### config.mk
export PLATFORM = sky130hd
export DESIGN_NAME = adc_iq_sampler
export DESIGN_NICKNAME = d
export VERILOG_FILES = /design/src/rtl/adc_iq_sampler.sv
export SDC_FILE = /design/constraint.sdc
export NUM_CORES = 1
export LEC_CHECK = 0
export CORE_ASPECT_RATIO = 0.5
export CORE_MARGIN = 10
export CORE_UTILIZATION = 30
export CTS_CLUSTER_SIZE = 25
export DETAILED_ROUTE_END_ITERATION = 16
export PLACE_DENSITY = 0.54
export REMOVE_ABC_BUFFERS = 1
export SKIP_CTS_REPAIR_TIMING = 1
export SYNTH_ARGS = -nofsm -noshare
export SYNTH_HDL_FRONTEND = slang
export SYNTH_SLANG_ARGS = --single-unit
### constraint.sdc
create_clock -name clk -period 2.5 [get_ports clk]
set_input_delay 0.75 -clock clk [delete_from_list [all_inputs] [get_ports clk]]
set_output_delay 0.75 -clock clk [all_outputs]
set_load 0.02 [all_outputs]
### src/rtl/adc_iq_sampler.sv
// ADC I/Q front end: offset-binary to two's complement, decimation by DECIM,
// and a DEPTH-entry show-ahead FIFO feeding the demodulator on a valid/ready stream.
module adc_iq_sampler #(
  parameter int DATA_W = 10,
  parameter int DEPTH  = 8,
  parameter int DECIM  = 2
) (
  input  logic                     clk,
  input  logic                     resetn,
  input  logic                     valid_ADC,
  output logic                     ready_ADC,
  input  logic [DATA_W-1:0]        adc_i,
  input  logic [DATA_W-1:0]        adc_q,
  output logic                     iq_valid,
  input  logic                     iq_ready,
  output logic [DATA_W-1:0]        iq_i,
  output logic [DATA_W-1:0]        iq_q,
  output logic [$clog2(DEPTH):0]   fill,
  output logic                     overrun,
  input  logic                     ovr_clr
);

  localparam int AW     = $clog2(DEPTH);
  localparam int FILL_W = AW + 1;
  localparam int PH_W   = (DECIM > 1) ? $clog2(DECIM) : 1;

  logic [DATA_W-1:0] mem_i [DEPTH];
  logic [DATA_W-1:0] mem_q [DEPTH];
  logic [AW-1:0]     wr_ptr;
  logic [AW-1:0]     rd_ptr;
  logic [PH_W-1:0]   phase;
  logic              accept;
  logic              push;
  logic              pop;
  logic [FILL_W-1:0] fill_next;

  always_comb begin
    accept    = valid_ADC & ready_ADC;
    push      = accept & (phase == '0);
    pop       = iq_valid & iq_ready;
    fill_next = fill;
    if (push && !pop) begin
      fill_next = fill + 1'b1;
    end else if (pop && !push) begin
      fill_next = fill - 1'b1;
    end
  end

  // ready_ADC looks only at the registered fill, so a pop at full frees a slot one cycle later.
  always_ff @(posedge clk or negedge resetn) begin
    if (!resetn) begin
      wr_ptr    <= '0;
      rd_ptr    <= '0;
      phase     <= '0;
      fill      <= '0;
      iq_valid  <= 1'b0;
      ready_ADC <= 1'b0;
      overrun   <= 1'b0;
    end else begin
      if (push) begin
        wr_ptr <= wr_ptr + 1'b1;
      end
      if (pop) begin
        rd_ptr <= rd_ptr + 1'b1;
      end
      if (accept) begin
        phase <= (phase == PH_W'(DECIM - 1)) ? '0 : phase + 1'b1;
      end
      fill      <= fill_next;
      iq_valid  <= (fill_next != '0);
      ready_ADC <= (fill_next < FILL_W'(DEPTH));
      if (valid_ADC && !ready_ADC) begin
        overrun <= 1'b1;
      end else if (ovr_clr) begin
        overrun <= 1'b0;
      end
    end
  end

  // Storage is cleared on reset so the show-ahead outputs read 0 while in reset.
  always_ff @(posedge clk or negedge resetn) begin
    if (!resetn) begin
      for (int k = 0; k < DEPTH; k++) begin
        mem_i[k] <= '0;
        mem_q[k] <= '0;
      end
    end else if (push) begin
      mem_i[wr_ptr] <= {~adc_i[DATA_W-1], adc_i[DATA_W-2:0]};
      mem_q[wr_ptr] <= {~adc_q[DATA_W-1], adc_q[DATA_W-2:0]};
    end
  end

  assign iq_i = mem_i[rd_ptr];
  assign iq_q = mem_q[rd_ptr];

endmodule

==> impl_summary.txt <==
----------------------------------------------------
[Floorplanning]
  Number of rows created at floorplan ... 41
  Placeable core area ... 25600 µm²
  Total Die Area ... 33700 µm²
  X dimension of the die ... 250 µm
  Boundary Pins ... 52
  Initial cell density of the core ... 0.310
  Chip height ... 135 µm

[Critical path]
  Cell with the largest stage delay on the worst path ... sky130_fd_sc_hd__mux4_2
  WP data arrival ... 2.06 ns
  Register-to-register setup slack ... 0.75 ns
  CP Buf/Inv Count ... 2
  Stages on the worst setup path ... 4
  Launching instance or port of the critical path ... rd_ptr[0]$_DFFE_PN0P_
  Crit Path Max Fanout ... 18
  Startpoint of the worst register-to-register path ... ready_ADC$_DFF_PN0_
  R2R cell count ... 4
  Critical path capture point type ... output port
  Crit Path Class ... register to output port
  Category of cells accounting for the largest share of critical-path delay ... multiplexers
  Kind of start point of the critical path ... register
  Slowest cell delay on critical path ... 0.51 ns
  Cells traversed along the worst timing path ... buf_12 -> mux4_2 -> mux2_2 -> clkbuf_2
  Worst EP required ... 1.75 ns

[Drt]
  Number of search-and-repair iterations in the first detailed-routing pass ... 4
  Via density per instance ... 4.67
  Detail Route Antenna Nets ... 0
  Vias ... 4504
  Post-detailed-routing wire length ... 17900 µm
  DR DRC count ... 0
  Mean routed wirelength per cell ... 18.5 µm
  Number of DRC markers after the initial detailed-route iteration ... 291

[Pwr]
  Switching power ... 3.93 mW
  Portion of total power attributed to sequential cells ... 0.373
  Proportion of power drawn by combinational gates ... 0.397
  Cell area power density ... 1290 nW/µm²
  IR Drop Worst-Case VDD ... 0.559 mV
  Proportion of power drawn by the clock network ... 0.230
  Share of total power consumed by net switching ... 0.315
  Leakage power total ... 4.53 nW
  Total power ... 12.5 mW
  P_int ... 8.56 mW

[Placed design]
  Total placed instance area ... 9090 µm²
  Total half-perimeter wirelength after legalization and detailed placement ... 10800 µm
  RD Place Congestion ... 0.712
  Count of input and output buffers ... 51

[Layout]
  Area growth from synthesis to layout ... 22.6%
  Proportion of layout cells with a drive suffix above 1 ... 0.436
  Inserted Diodes ... 0
  Nets ... 637
  Final design utilization ... 0.379
  Cell area after layout ... 9710 µm²

[Logic synthesis]
  Synthesized flop and latch total ... 174
  Cell Area, Synth ... 7920 µm²
  Warning count from the yosys run ... 0
  Number of distinct library cell variants in the gate-level netlist after synthesis ... 38
  Avg Inst Size Synth ... 14.6 µm²
  Most frequently used flop master after synthesis ... sky130_fd_sc_hd__dfrtp_1
  Count of flip-flops with a built-in enable after synthesis ... 0
  Async set-reset flop share out of synthesis ... 1.00
  Number of instances in the synthesized netlist ... 544
  Sequential share of the synthesized area ... 0.550

[STA]
  Unrepaired setup endpoints after global routing ... true
  Final setup violation count ... 20
  Final min period ... 2.81 ns
  FMAX ... 356 MHz
  Final Hold Violating Endpoints ... 0
  Skew final ... 0.00944 ns
  Ratio of final minimum period to clock period ... 1.12
  Relative slew slack ... 0.753
  Final Worst Setup Slack ... -0.311 ns
  Worst-Margin Slew ... 0.370 ns
  Number of pins with negative max-slew slack in the final report ... 0

[Clock network]
  Number of sinks handled by clock tree synthesis ... 174
  Number of buffers on the longest clock path ... 2
  Clock insertion delay at the later pin of the skew report ... 0.43 ns
  Total number of H-tree levels ... 4
  Master cell of the clock root buffer ... sky130_fd_sc_hd__clkbuf_16
  Num CTS Buffers ... 17
  Clock tree from TritonCTS ... done
  Clock-pin slew on the worst setup and hold paths ... 0.07 ns

[Run status]
  Result of the run ... finished, violations left
  Violations in the final reports ... setup timing

[Global route]
  Antenna violations before repair ... 0
  Wire length of the first global-routing pass ... 29300 µm
  Remaining global-route overflow ... 0
  Via count of the first global-routing pass ... 4977
  Total routing resource utilization after global routing ... 0.111
  Largest net degree at the start of global routing ... 62

[Run]
  Max-cap check violation count ... 0

[Min path]
  Class of the tightest hold or removal check ... primary input to asynchronous set/reset pin

----------------------------------------------------
## final cells by class
class                           count  area, µm²
Clock buffer                       17        425
Clock inverter                     15        209
Fill cell                        2362      15900
Inverter                            5       18.8
Multi-Input combinational cell    330       3370
Sequential cell                   174       4360
Tap cell                          344        430
Timing Repair Buffer               80        900
## layout by cell type (no fill, tap or decap), types with 2 or more instances in the layout
cell type                         instances
sky130_fd_sc_hd__clkdlybuf4s50_1         30
sky130_fd_sc_hd__buf_2                    5
sky130_fd_sc_hd__dfrtp_2                  2
sky130_fd_sc_hd__buf_12                  16
sky130_fd_sc_hd__buf_4                   15
sky130_fd_sc_hd__nand4_1                  2
sky130_fd_sc_hd__clkinv_2                 3
sky130_fd_sc_hd__bufinv_16                4
sky130_fd_sc_hd__xnor2_1                  7
sky130_fd_sc_hd__dlymetal6s2s_1           4
sky130_fd_sc_hd__mux2_2                 126
sky130_fd_sc_hd__mux4_2                  40
sky130_fd_sc_hd__clkbuf_2                 4
sky130_fd_sc_hd__clkinv_4                 2
sky130_fd_sc_hd__dfrtp_1                172
sky130_fd_sc_hd__ha_1                     4
sky130_fd_sc_hd__inv_8                    2
sky130_fd_sc_hd__nand3_1                  2
sky130_fd_sc_hd__nor3_1                   2
sky130_fd_sc_hd__nand2_1                 83
sky130_fd_sc_hd__buf_6                    5
sky130_fd_sc_hd__o211ai_1                 2
sky130_fd_sc_hd__mux2_4                  20
sky130_fd_sc_hd__nor2_1                   2
sky130_fd_sc_hd__or2_2                    2
sky130_fd_sc_hd__clkbuf_16               17
sky130_fd_sc_hd__nand4b_1                 2
sky130_fd_sc_hd__inv_1                    5
sky130_fd_sc_hd__inv_6                    3
sky130_fd_sc_hd__o21ai_0                 19
## logic make-up (layout without fill, tap and decap cells)
kind of cell,count (synthesis),count (layout),share of synthesized area
xor+xnor,8,8,0.00884
mux,187,187,0.330
buf+inv,40,117,0.0267
compound gates,25,25,0.0177
simple gates,106,106,0.0610
fa+ha+maj,4,4,0.00632
flops,174,174,0.550
## sequential cells by signal (all words and copies together), names as in the netlist
name       flops
mem_q         80
iq_valid       1
fill           4
ready_ADC      1
overrun        1
wr_ptr         3
mem_i         80
phase          1
rd_ptr         3
## synthesized netlist by cell type, types with 2 or more instances
cell type	instances	area, µm²
sky130_fd_sc_hd__clkbuf_1	13	48.8
sky130_fd_sc_hd__nand2_1	83	312
sky130_fd_sc_hd__o211ai_1	2	15.0
sky130_fd_sc_hd__nand3_1	2	10.0
sky130_fd_sc_hd__buf_6	4	45.0
sky130_fd_sc_hd__inv_1	5	18.8
sky130_fd_sc_hd__mux4_2	40	901
sky130_fd_sc_hd__or2_2	2	12.5
sky130_fd_sc_hd__buf_1	5	18.8
sky130_fd_sc_hd__nor2_1	2	7.51
sky130_fd_sc_hd__ha_1	4	50.1
sky130_fd_sc_hd__nand4b_1	2	17.5
sky130_fd_sc_hd__xnor2_1	7	61.3
sky130_fd_sc_hd__dfrtp_1	174	4350
sky130_fd_sc_hd__mux2_2	130	1460
sky130_fd_sc_hd__nor3_1	2	10.0
sky130_fd_sc_hd__nand4_1	2	12.5
sky130_fd_sc_hd__mux2_4	16	240
sky130_fd_sc_hd__o21ai_0	19	95.1
sky130_fd_sc_hd__buf_2	12	60.1
## worst paths after layout
kind	to
max	iq_q[7]
max in group asynchronous	mem_i[34]$_DFFE_PN0P_
min reg2reg	mem_q[15]$_DFFE_PN0P_
min in group clk	mem_q[15]$_DFFE_PN0P_
min	mem_i[31]$_DFFE_PN0P_
max reg2reg	mem_q[32]$_DFFE_PN0P_
## power by group through the flow
stage                     combinational (mW)  sequential (mW)  clock [mW]
after CTS                               5.17             4.66        2.94
after global placement                  5.08             4.66           0
after floorplan                         3.08             4.79           0
final                                   4.96             4.66        2.88
after global routing                    5.38             4.82        3.06
after detailed placement                5.15             4.70           0
## layer usage
metal  part of all wire  wire length, µm  GRT usage
met2               0.48             8530      0.178
met5                  0                0          0
met4              0.013              224     0.0362
met3              0.018              328     0.0199
met1               0.49             8790      0.149
## stage by stage
step                      TNS (ns)  hold WS, ns  worst slack, ns  instances
final                        -5.57        0.225           -0.311        965
after global routing         -7.14        0.236           -0.394        965
after CTS                   -14.02        0.226           -0.764        965
after detailed placement    -12.96        0.457           -0.294        933
after global placement      -13.40        0.452           -0.297        933
after floorplan             -18.69        0.440           -0.935        509
Note: power is estimated with default switching activity, not from simulation.
